### src/rtl/ctrl_pkg.sv
// Shared definitions for the sequential control unit: opcode classes,
// FSM state encoding, decoded-operation kinds and the HALT sub-field.
package ctrl_pkg;

  // Opcode class, taken from the top two bits of the opcode field.
  localparam logic [1:0] OPC_SPECIAL = 2'b00;
  localparam logic [1:0] OPC_ALU     = 2'b01;
  localparam logic [1:0] OPC_LD      = 2'b10;
  localparam logic [1:0] OPC_ST      = 2'b11;

  // A special-class instruction whose operand field is filled entirely
  // with this bit value is a HALT.
  localparam logic HALT_FILL = 1'b1;

  // Sequencer states.
  typedef enum logic [1:0] {
    RUN      = 2'd0,
    MEM_WAIT = 2'd1,
    HALT     = 2'd2
  } state_t;

  // Operation kind produced by the decoder for the current instruction.
  typedef enum logic [2:0] {
    OP_IDLE   = 3'd0,  // no valid instruction this cycle
    OP_NOP    = 3'd1,
    OP_BRANCH = 3'd2,
    OP_HALT   = 3'd3,
    OP_ALU    = 3'd4,
    OP_LOAD   = 3'd5,
    OP_STORE  = 3'd6
  } op_t;

endpackage

### src/rtl/ctrl_decode.sv
// Pure combinational class / sub-op decode of one instruction word.
// Holds no state; the sequencer decides what to do with the result.
module ctrl_decode
  import ctrl_pkg::*;
#(
  parameter int INSTR_W = 9,
  parameter int OPC_W   = 2
) (
  input  logic [INSTR_W-1:0] instr,
  input  logic               valid,
  output op_t                op,
  output logic               br_on_nz
);

  localparam int FIELD_W = INSTR_W - OPC_W;

  logic [1:0]         opc_class;
  logic [FIELD_W-1:0] field;

  // Only the top two opcode bits pick the class; any extra opcode bits
  // fall between the class and the operand field and are ignored.
  assign opc_class = instr[INSTR_W-1 -: 2];
  assign field     = instr[FIELD_W-1:0];

  // Bit 1 of a conditional branch selects "taken when Z is clear".
  assign br_on_nz  = instr[1];

  // Classify the instruction; HALT wins over branch since its pattern has bit 0 set.
  always_comb begin
    // NOTE: default first so every path assigns op and no latch is inferred.
    op = OP_IDLE;
    if (valid) begin
      unique case (opc_class)
        OPC_SPECIAL: begin
          if (field == {FIELD_W{HALT_FILL}}) begin
            op = OP_HALT;
          end else if (instr[0]) begin
            op = OP_BRANCH;
          end else begin
            op = OP_NOP;
          end
        end
        OPC_ALU: op = OP_ALU;
        OPC_LD:  op = OP_LOAD;
        OPC_ST:  op = OP_STORE;
      endcase
    end
  end

endmodule

### src/rtl/ctrl_seq.sv
// Sequential control unit: decodes the current instruction, drives the
// datapath enables, keeps the ALU flags, stalls fetch during memory
// accesses (with a timeout that faults the core) and counts retirements.
module ctrl_seq
  import ctrl_pkg::*;
#(
  parameter int INSTR_W     = 9,
  parameter int OPC_W       = 2,
  parameter int MEM_TIMEOUT = 15,
  parameter int CNT_W       = 16
) (
  input  logic               Clk,
  input  logic               Reset,
  input  logic [INSTR_W-1:0] Instruction,
  input  logic               InstrValid,
  input  logic               AluZero,
  input  logic               AluCarry,
  input  logic               MemAck,
  output logic               BranchEn,
  output logic               RegWrEn,
  output logic               MemRdEn,
  output logic               MemWrEn,
  output logic               PcAdvance,
  output logic               Halt,
  output logic               Fault,
  output logic               FlagZ,
  output logic               FlagC,
  output logic [CNT_W-1:0]   RetireCount
);

  // Wait counter only needs to reach MEM_TIMEOUT-1.
  localparam int WAIT_W = (MEM_TIMEOUT > 1) ? $clog2(MEM_TIMEOUT) : 1;
  localparam logic [WAIT_W-1:0] WAIT_LAST = WAIT_W'(MEM_TIMEOUT - 1);

  state_t             state;
  logic               flag_z;
  logic               flag_c;
  logic               fault;
  logic [CNT_W-1:0]   retire_cnt;
  logic [WAIT_W-1:0]  wait_cnt;
  logic               pend_store;  // pending access is a store, not a load

  op_t                op;
  logic               br_on_nz;

  logic               branch_en;
  logic               reg_wr_en;
  logic               mem_rd_en;
  logic               mem_wr_en;
  logic               pc_advance;

  ctrl_decode #(
    .INSTR_W (INSTR_W),
    .OPC_W   (OPC_W)
  ) u_decode (
    .instr    (Instruction),
    .valid    (InstrValid),
    .op       (op),
    .br_on_nz (br_on_nz)
  );

  // Same-cycle enables from state, decoded op and the registered flags.
  always_comb begin
    branch_en  = 1'b0;
    reg_wr_en  = 1'b0;
    mem_rd_en  = 1'b0;
    mem_wr_en  = 1'b0;
    pc_advance = 1'b0;
    unique case (state)
      RUN: begin
        unique case (op)
          OP_NOP:    pc_advance = 1'b1;
          OP_BRANCH: begin
            branch_en  = br_on_nz ? ~flag_z : flag_z;
            pc_advance = 1'b1;
          end
          OP_ALU: begin
            reg_wr_en  = 1'b1;
            pc_advance = 1'b1;
          end
          OP_LOAD:   mem_rd_en = 1'b1;
          OP_STORE:  mem_wr_en = 1'b1;
          default:   ;  // idle or HALT: nothing enabled, fetch holds
        endcase
      end
      MEM_WAIT: begin
        // Request stays asserted until the memory acknowledges.
        mem_rd_en = ~pend_store;
        mem_wr_en = pend_store;
        if (MemAck) begin
          pc_advance = 1'b1;
          reg_wr_en  = ~pend_store;
        end
      end
      default: ;  // HALT: everything off
    endcase
  end

  // FSM, flag registers, fault latch and retire counter.
  always_ff @(posedge Clk) begin
    // NOTE: non-blocking assignments so every register samples pre-edge values.
    if (!Reset) begin
      state      <= RUN;
      flag_z     <= 1'b0;
      flag_c     <= 1'b0;
      fault      <= 1'b0;
      retire_cnt <= '0;
      wait_cnt   <= '0;
      pend_store <= 1'b0;
    end else begin
      if (pc_advance) begin
        retire_cnt <= retire_cnt + 1'b1;
      end
      unique case (state)
        RUN: begin
          unique case (op)
            OP_ALU: begin
              flag_z <= AluZero;
              flag_c <= AluCarry;
            end
            OP_HALT: state <= HALT;
            OP_LOAD, OP_STORE: begin
              state      <= MEM_WAIT;
              wait_cnt   <= '0;
              pend_store <= (op == OP_STORE);
            end
            default: ;
          endcase
        end
        MEM_WAIT: begin
          // An ack on the last allowed cycle still completes normally.
          if (MemAck) begin
            state <= RUN;
          end else if (wait_cnt == WAIT_LAST) begin
            fault <= 1'b1;
            state <= HALT;
          end else begin
            wait_cnt <= wait_cnt + 1'b1;
          end
        end
        HALT: ;  // sticky until reset
        default: state <= RUN;
      endcase
    end
  end

  // Every output reads as zero while reset is held low; this also aborts
  // an outstanding memory request in the very cycle reset is asserted.
  assign BranchEn    = Reset & branch_en;
  assign RegWrEn     = Reset & reg_wr_en;
  assign MemRdEn     = Reset & mem_rd_en;
  assign MemWrEn     = Reset & mem_wr_en;
  assign PcAdvance   = Reset & pc_advance;
  assign Halt        = Reset & (state == HALT);
  assign Fault       = Reset & fault;
  assign FlagZ       = Reset & flag_z;
  assign FlagC       = Reset & flag_c;
  assign RetireCount = Reset ? retire_cnt : '0;

endmodule

### config.mk
export PLATFORM = sky130hd
export DESIGN_NAME = ctrl_seq
export DESIGN_NICKNAME = d
export VERILOG_FILES = /design/src/rtl/ctrl_pkg.sv /design/src/rtl/ctrl_decode.sv /design/src/rtl/ctrl_seq.sv
export SDC_FILE = /design/constraint.sdc
export NUM_CORES = 1
export LEC_CHECK = 0
export CORE_ASPECT_RATIO = 1.25
export CORE_UTILIZATION = 40
export DETAILED_ROUTE_END_ITERATION = 7
export GPL_TIMING_DRIVEN = 0
export PLACE_DENSITY = 0.76
export SYNTH_ARGS = -nofsm -noshare
export SYNTH_HDL_FRONTEND = slang
export SYNTH_SLANG_ARGS = --single-unit
### constraint.sdc
create_clock -name Clk -period 1.6 [get_ports Clk]
set_input_delay 0.24 -clock Clk [delete_from_list [all_inputs] [get_ports Clk]]
set_output_delay 0.24 -clock Clk [all_outputs]
set_load 0.01 [all_outputs]
==> results of run 1 <==
how the worst min path moves through the flow:
stage	start	to	slack, ns	cells after the start
6_report	Instruction[7]	pend_store	0.31	3
5_1_grt	Instruction[7]	pend_store	0.34	3
4_1_cts	Instruction[7]	pend_store	0.31	3
3_5_place_dp	fault	fault	0.45	1
3_3_place_gp	fault	fault	0.44	1
2_1_floorplan	AluZero	flag_z	0.38	2
metrics by stage:
step | setup slack (ns) | hold slack, ns | total power (W)
after floorplan | 0.00466 | 0.376 | 0.000818
after global placement | -1.04 | 0.439 | 0.000903
after detailed placement | -1.03 | 0.453 | 0.000907
after CTS | -0.228 | 0.313 | 0.00133
after global routing | -0.279 | 0.339 | 0.00145
final | -0.231 | 0.308 | 0.00139
layer usage:
metal | track usage [%] | part of all wire (%)
met1 | 22.4 | 39
met2 | 35.7 | 53
met3 | 1.44 | 5.6
met5 | 0 | 0
met4 | 8.40 | 1.7
sequential cells by signal (all words and copies together) (netlist names):
register    flops
fault           1
state           2
pend_store      1
retire_cnt     16
flag_c          1
flag_z          1
wait_cnt        4
layout make-up:
class,count,share of cell area (%)
plain buffers,8,2.92
clock buffers,3,1.72
inverters,4,0.626
multi-input cells,148,48.4
flip-flops and latches,26,22.6
well taps,39,2.03
repair buffers,57,21.6
cells by family (layout without fill, tap and decap cells):
group	Yosys count	count (layout)
simple gates	101	101
fa+ha+maj	3	3
xor+xnor	6	6
mux	10	10
buf+inv	14	72
flops	26	26
compound gates	28	28
critical path, stage by stage (launching register included):
cell      delay, ns
dfxtp_4        0.37
nor3b_4        0.22
o221ai_4       0.15
o22a_2         0.26
buf_6          0.13
nor2_4         0.08
buf_6          0.11
power groups by stage:
| stage | registers (W) | clock network, W | logic [W] |
|---|---|---|---|
| CTS | 0.000672 | 0.000374 | 0.000283 |
| global placement | 0.000687 | 0 | 0.000216 |
| finish | 0.000676 | 0.000381 | 0.000338 |
| global route | 0.000677 | 0.000413 | 0.000361 |
| floorplan | 0.000685 | 0 | 0.000133 |
| detailed placement | 0.000687 | 0 | 0.000220 |
layout by cell type (no fill, tap or decap), types with 5 or more instances in the layout:
cell type / n
nor2_1: 22
and2_1: 17
clkdlybuf4s50_1: 17
buf_4: 15
dfxtp_1: 14
nand2_1: 11
dlygate4sd2_1: 10
a21oi_1: 9
dfxtp_2: 9
buf_6: 8
nand3_1: 8
buf_2: 6
nand4_1: 6
nand2b_1: 5
repair_timing:
| item | in CTS | in global routing |
|---|---|---|
| endpoints found under the hold margin | 0 | 0 |
| endpoints found under the setup margin | 46 | 36 |
| pin swaps | 20 | 16 |
| buffers inserted | 15 | 6 |
| resized for setup | 83 | 45 |
==> run metrics, run 1 <==
status=finished, violations left; violated checks=design-rule violations, negative setup slack; Finished Core Util=roughly two thirds; antenna diode instance count=0; launch instance of the worst register-to-register path=state[0]; Tightest Pin Transition=0.322 ns; cell area reported after detailed placement=1970 sq um; Setup crit end kind=primary output; largest cells by area after synthesis=dfxtp_1 (34%), and2_1 (7.7%), nor2_1 (6.6%); instance count after placement with tap cells included=264; clock tree from TritonCTS=done; internal portion of total power=around 0.001 W; sequential element share of the synthesized area=between 30% and 40%; Net Switching=0.000393 W; via count of the first global-routing pass=1434; post-synthesis mux area share=7.15%; HPWL Detailed=~2600 um; remaining global-route overflow=0; Post-Synth Adder-Cell Area=2.44%; initial DRC count=59; top cells by instance count after synthesis=nor2_1 (27), dfxtp_1 (26), and2_1 (19); number of sinks driven by the clock tree=26; number of buffers between clock root and the deepest sink=2; part of the total power dissipated in sequential elements=48.5%; Max Cap Viol=0; ratio of total power to cell area=roughly 580 nW/um^2; sequential standard cell area=543 sq um; number of detailed-routing iterations run before antenna repair=6; RD Place Congestion=0.796; FILL cells=between 200 and 300; library cells used by synthesis=41; startpoint of the most critical setup path=state[0]; count of cells along the worst register-to-register path=6; relative contribution of the clock network to total power=27.3%; fraction of power consumed by combinational cells=24.2%; worst path required time=1.36 ns; H-tree depth reported by CTS=1; top-level I/O count=40; clock tree root driver cell=clkbuf_8; synthesized area per cell=slightly above 8 sq um; Synth Area in Compound Gates=12.2%; drt via density=5.58; Slew headroom=78.4%; Period Utilization, post-route=114%; largest clock skew in the final design=0.00235 ns; remaining design rule violation count=4; area of the core=3570 sq um; Rows=24; maximum number of pins on one net before global-route repair=14; final standard cell count with taps included and fillers excluded=roughly 290; final routed wire length divided by cell count=between 15 and 20 um; EDFF count, synth=0; Initial Utilization=a little over two fifths; total number of vias=1591; Tightest Hold Check Type=in2reg; arrival time at the worst endpoint=1.59 ns; capture point of the worst path=PcAdvance; Crit Path Max Fanout=4; hold violation total from the final report=0; clock latency reported for the late side of the worst-skew pair=about 0.27 ns; number of antenna violations at the first check in global routing=0; count of final setup violators=22; max-slew violation count=0; worst voltage drop across the vdd grid=0.360 mV; kind of start point of the critical path=flip-flop; Die Wd=57.5 um; CTS buffer count=3; first-pass GRT wire length=6250 um; share of flip-flops with an asynchronous set or reset=0%; net count of the mapped netlist=206; main combinational cell family by area after synthesis=simple AND/OR/NAND/NOR gates; Simple-Gate Fraction of Synth Area=36.5%; Post-Syn Area=1540 sq um; library cell occupying the most area in the post-synthesis netlist=dfxtp_1; number of nets with antenna violations after detailed routing=0; die area=4100 sq um; unrepaired setup endpoints after global routing=true; share of layout cells above drive strength 1=a little over a third; most frequent cell after synthesis=nor2_1; Port Buffer Count=37; Post-CTS Hold Fix Bufs=0; achievable frequency=between 500 and 600 MHz; number of nets in the layout=266; prevailing post-synth register cell=dfxtp_1; type of the worst setup path=reg2out; GRT Resource Usage Total=19.3%; Mapped Cells=188; synthesis warning total=0; Switching Share=approximately 28%; Area Overhead vs Synth=55.9%; leakage power total=1.03 nW; clock-pin slew on the worst setup and hold paths=0.09 ns; die boundary height=71.4 um; final sum of negative setup slack=-2.49 ns; multi-input logic area=~1200 sq um; slack of the worst reg-to-reg path=-0.19 ns; parity-gate share of the synthesized area counting xor and xnor cells=approximately 3.4%; top-area cell type share of the netlist area=33.8%; Final min period=1.83 ns; synthesized flop and latch total=26; Total Wirelength=4410 um; worst path setup slack after routing=-0.231 ns; Final Instance Area=about 2400 sq um; terminus of the critical flop-to-flop path=retire_cnt[5]
Note: power is estimated with default switching activity, not from simulation.
==> run 2, diff against run 1 <==
Settings changed: SETUP_SLACK_MARGIN set to 0.2.
==> run 2 against run 1 <==
  * Sequential share of layout area is 0.98 points lower
  * Clock skew is 0.0021 ns higher
  * The run still ends with design-rule violations, negative setup slack left
  * Largest cell class unchanged
  * Sequential power hardly changed
  * Highest routed layer unchanged
==> run metrics, run 2 (synthesis results as in run 1) <==
status=finished, violations left; violated checks=design-rule violations, negative setup slack; count of final setup violators=27; worst path setup slack after routing=-0.219 ns; Slowest cell on crit path=dfxtp_2; remaining design rule violation count=4; worst hold-check slack=between 0.3 and 0.4 ns; relative contribution of the clock network to total power=between 20 and 30%; area of the core=around 3600 sq um; most frequent CP cell=buf_6; achievable frequency=550 MHz; CTS buffer count=3; Final min period=1.82 ns; multi-input logic area=1160 sq um; depth of the worst hold-timing path=3; Post-CTS Hold Fix Bufs=0; CP bufs+invs=3; max-slew violation count=0; Crit Path Max Fanout=6; largest registers ranked by flip-flop count=retire_cnt (16), wait_cnt (4), state (2); Max Cap Viol=0; number of buffers between clock root and the deepest sink=2; Total Wirelength=4700 um; terminus of the critical flop-to-flop path=retire_cnt[11]; clock tree root driver cell=clkbuf_8; clock tree from TritonCTS=done; number of antenna violations at the first check in global routing=0; number of sinks driven by the clock tree=26; via count of the first global-routing pass=between 1500 and 2000; instance count after placement with tap cells included=264; antenna diode instance count=0; type of the worst setup path=reg2reg; total number of vias=1622; Setup crit end kind=flip-flop; die boundary height=around 71 um; FILL cells=274; GRT Resource Usage Total=20.2%; sequential standard cell area=541 sq um; hold violation total from the final report=0; Period Utilization, post-route=114%; H-tree depth reported by CTS=1; HPWL Detailed=around 2600 um; final standard cell count with taps included and fillers excluded=294; family of cells with the greatest summed delay on the critical path=buffers and inverters; top register by number of flip-flops=retire_cnt; most common cell after layout, fill and taps aside=dlygate4sd2_1; number of nets in the layout=between 200 and 300; final routed wire length divided by cell count=16.0 um; hold path startpoint=Instruction[7]; share of layout cells above drive strength 1=roughly two fifths; number of nets with antenna violations after detailed routing=0; clock-pin slew on the worst setup and hold paths=0.09 ns; launch instance of the worst register-to-register path=state[1]; unrepaired setup endpoints after global routing=true; kind of start point of the critical path=flip-flop; drt via density=approximately 5.5; worst path required time=1.77 ns; cells along the critical path=buf_6, nor3b_2, o221ai_2, buf_4, buf_6, o22ai_4, nand4_1, mux2_4; Port Buffer Count=37; largest clock skew in the final design=about 0.0044 ns; clock latency reported for the late side of the worst-skew pair=0.27 ns; arrival time at the worst endpoint=1.99 ns; Slowest Stage Delay on Critical Path=around 0.32 ns; Area Overhead vs Synth=62.3%; Net Switching=0.000392 W; slack of the worst reg-to-reg path=-0.22 ns; Slew headroom=76.7%; WHS Endpoint=pend_store; first-pass GRT wire length=6590 um; Finished Core Util=69.9%; setup slack at placement=-1.05 ns; Largest register FFs=16; Rows=24; internal portion of total power=0.00108 W; Initial Utilization=a little over two fifths; part of the total power dissipated in sequential elements=45.9%; maximum number of pins on one net before global-route repair=15; leakage power total=around 1.1 nW; total number of cells along the worst setup path=8; RD Place Congestion=0.819; top-level I/O count=40; Tightest Hold Check Type=in2reg; remaining global-route overflow=0; number of detailed-routing iterations run before antenna repair=6; die area=between 4000 and 5000 sq um; ratio of total power to cell area=590 nW/um^2; fraction of power consumed by combinational cells=about a quarter; Switching Share=26.6%; worst voltage drop across the vdd grid=0.588 mV; count of cells along the worst register-to-register path=8; most frequent cells in the layout=dlygate4sd2_1 (23), and2_1 (19), nor2_1 (19), dfxtp_1 (16), buf_4 (15); initial DRC count=63; Die Wd=57.5 um; Tightest Pin Transition=~0.35 ns
-- run 2: changes by cell type in the layout (fill, tap and decap cells not counted), moves of 4 or more --
cell and delta:
buf_6 +6, dlygate4sd2_1 +13, a21oi_2 +4, a21oi_1 -4, clkdlybuf4s50_1 -14
-- run 2: final cells by class --
cell class	count	area share, %
buffer	10	3.91
timing repair buffer	63	23.1
tap	39	1.95
sequential	26	21.6
inverter	4	0.601
clock buffer	4	2.20
multi-input combinational	148	46.6
-- run 2: worst register-to-register path: cells and delay by family (launching register included) --
family | cells | cell delay, ns
DFF | 1 | 0.32
buffers and inverters | 3 | 0.40
AOI/OAI and AO/OA | 2 | 0.35
muxes | 1 | 0.32
and+or+nand+nor | 2 | 0.33
-- run 2: worst max-delay path by stage --
stage / startpoint / to
after floorplan: state[1] / retire_cnt[5]
after global placement: Reset / PcAdvance
after detailed placement: Reset / PcAdvance
after CTS: state[1] / retire_cnt[11]
after global routing: state[1] / RegWrEn
final: state[1] / retire_cnt[11]
-- run 2: metal layers --
metal,part of all wire [%],global-route usage [%]
met1,40,23.5
met2,53,35.0
met3,4.9,3.79
met4,2.2,10.0
met5,0,0
-- run 2: power groups by stage --
stage | Combinational (W) | Clock (W) | Sequential, W
after CTS | 0.000304 | 0.000428 | 0.000676
after global routing | 0.000401 | 0.000466 | 0.000679
after detailed placement | 0.000226 | 0 | 0.000691
after floorplan | 0.000137 | 0 | 0.000688
after global placement | 0.000221 | 0 | 0.000690
final | 0.000377 | 0.000420 | 0.000677
-- run 2: timing repair --
item                                    in CTS  in global routing
endpoints found under the setup margin      50                 34
setup buffers                               16                  9
pin swaps                                   27                 18
cloned                                       0                  1
gates resized for setup                    115                 33
-- run 2: stage by stage --
step | setup TNS (ns) | area, sq um | total power (W)
4_1_cts | -2.38 | 2290 | 0.00141
6_report | -3.43 | 2500 | 0.00147
5_1_grt | -5.40 | 2500 | 0.00155
3_3_place_gp | -24.49 | 1990 | 0.000912
2_1_floorplan | 0 | 1570 | 0.000826
3_5_place_dp | -25.49 | 1990 | 0.000917
==> run 3, diff against run 2 <==
Settings changed: GPL_TIMING_DRIVEN 0 to unset, SETUP_SLACK_MARGIN 0.2 to 0.3, TNS_END_PERCENT set to 10.
==> run 3 against run 2 <==
  * Largest cell class unchanged
  * Utilization shrank 2.9 points
  * Register-to-register slack better by 0.07 ns
  * Clock skew decreased by 0.0022 ns
  * Count of clock-buffer cells in the layout decreased by 1
  * Non-clock buffer count increased by 9
  * Largest power group unchanged
  * Via count shrank 2.0%
  * Sequential share of layout area rose by 0.53 points
  * The run still ends with design-rule violations, negative setup slack left
  * Critical path depth is 3 lower
  * Highest routed layer unchanged
  * Maximum frequency grew 2.5%
  * Total power is 4.3% higher
  * Design area decreased by 4.2%
==> run metrics, run 3 (synthesis results as in run 1) <==
Rows=24; Period Utilization, post-route=111%; drt via density=5.25; internal portion of total power=0.00117 W; largest registers ranked by flip-flop count=retire_cnt (16), wait_cnt (4), state (2); worst path setup slack after routing=-0.175 ns; FILL cells=~290; relative contribution of the clock network to total power=a little over a third; Max Cap Viol=0; number of buffers between clock root and the deepest sink=2; worst voltage drop across the vdd grid=0.545 mV; startpoint of the most critical setup path=state[1]; Tightest Hold Check Type=in2reg; Slew headroom=81.0%; hold path startpoint=Reset; unrepaired setup endpoints after global routing=true; part of the total power dissipated in sequential elements=a little over two fifths; Initial Utilization=43.1%; most frequent cells in the layout=buf_4 (37), nor2_1 (25), dfxtp_1 (20), and2_1 (19), dlygate4sd2_1 (13); largest clock skew in the final design=0.00217 ns; Switching Share=23.9%; CTS buffer count=3; initial DRC count=52; Setup crit end kind=primary output; ratio of total power to cell area=642 nW/um^2; Total Wirelength=3990 um; share of layout cells above drive strength 1=about 36%; multi-input logic area=1040 sq um; Port Buffer Count=39; kind of start point of the critical path=flip-flop; cells along the critical path=nor3b_4, o221ai_4, o22a_2, nor2_4, buf_6; top-level I/O count=40; Finished Core Util=66.9%; remaining global-route overflow=0; launch instance of the worst register-to-register path=state[1]; maximum number of pins on one net before global-route repair=18; Area Overhead vs Synth=55.4%; Largest register FFs=16; worst path required time=1.36 ns; GRT Resource Usage Total=about a fifth; clock tree root driver cell=clkbuf_8; arrival time at the worst endpoint=1.53 ns; first-pass GRT wire length=6480 um; count of final setup violators=25; remaining design rule violation count=4; number of antenna violations at the first check in global routing=0; sequential standard cell area=531 sq um; number of sinks driven by the clock tree=26; achievable frequency=563 MHz; violated checks=design-rule violations, negative setup slack; area of the core=3570 sq um; Slowest Stage Delay on Critical Path=0.35 ns; number of nets in the layout=283; clock latency reported for the late side of the worst-skew pair=approximately 0.27 ns; RD Place Congestion=0.836; antenna diode instance count=0; Crit Path Max Fanout=4; leakage power total=approximately 1.1 nW; hold violation total from the final report=0; top register by number of flip-flops=retire_cnt; Slowest cell on crit path=dfxtp_2; status=finished, violations left; total number of vias=1590; number of detailed-routing iterations run before antenna repair=6; fraction of power consumed by combinational cells=a little over a fifth; Net Switching=~0.00037 W; max-slew violation count=0; H-tree depth reported by CTS=1; Final min period=1.77 ns; number of nets with antenna violations after detailed routing=0; most common cell after layout, fill and taps aside=buf_4; die area=4100 sq um; type of the worst setup path=reg2out; die boundary height=71.4 um; Tightest Pin Transition=0.284 ns; final routed wire length divided by cell count=~13 um; Die Wd=57.5 um; via count of the first global-routing pass=about 1600; clock tree from TritonCTS=done; Post-CTS Hold Fix Bufs=0; clock-pin slew on the worst setup and hold paths=approximately 0.09 ns; HPWL Detailed=2950 um; worst hold-check slack=around 0.39 ns
==> run 3: through the flow <==
stage                     worst slack (ns)  TNS [ns]  area [sq um]  total power [W]  cells
after detailed placement            -0.750    -19.77          2240         0.000982    295
after global routing                -0.219     -3.83          2390          0.00161    303
after floorplan                     0.0138         0          1550         0.000818    188
after global placement              -0.711    -18.58          2240         0.000976    295
final                               -0.175     -2.08          2390          0.00154    303
after CTS                           -0.168     -2.02          2390          0.00155    303
==> run 3: repair_timing <==
| action | CTS | global route |
|---|---|---|
| resized for setup | 91 | 23 |
| pin swaps | 17 | 5 |
| setup endpoints to repair | 51 | 49 |
| buffers inserted | 4 | 0 |
| gates cloned | 0 | 0 |
==> run 3: worst paths after layout <==
path	end	slack (ns)	cells past startpoint
setup reg to reg	retire_cnt[15]	-0.15	6
hold / removal	fault	0.39	3
setup / recovery	PcAdvance	-0.17	5
hold reg to reg	fault	0.47	1
==> run 3: routing by layer <==
metal	part of all wire [%]	wire, um	track usage [%]	up-vias
li1	-	-	-	804
met1	40	1610	21.6	734
met2	52	2090	36.4	42
met3	4.4	177	2.71	10
met4	2.7	107	11.4	0
met5	0	0	0	-
==> run 3: layout make-up <==
cell class                      instances  area share [%]
Multi-Input combinational cell        148            43.5
Timing Repair Buffer                   82            28.7
Sequential cell                        26            22.2
Tap cell                               39            2.04
Clock buffer                            3            1.73
Clock inverter                          1            1.26
Inverter                                4           0.628
==> run 3: worst max-delay path: cells and delay by family (launching register included) <==
family,cells,cell delay [ns]
simple gates,2,0.36
buf+inv,1,0.11
compound gates,2,0.46
flops,1,0.35
==> run 3: power by group through the flow <==
stage          Clock (W)  Sequential (W)  Combinational, W
3_3_place_gp           0        0.000684          0.000292
2_1_floorplan          0        0.000685          0.000133
3_5_place_dp           0        0.000685          0.000297
4_1_cts         0.000552        0.000671          0.000325
6_report        0.000540        0.000670          0.000327
5_1_grt         0.000581        0.000671          0.000353
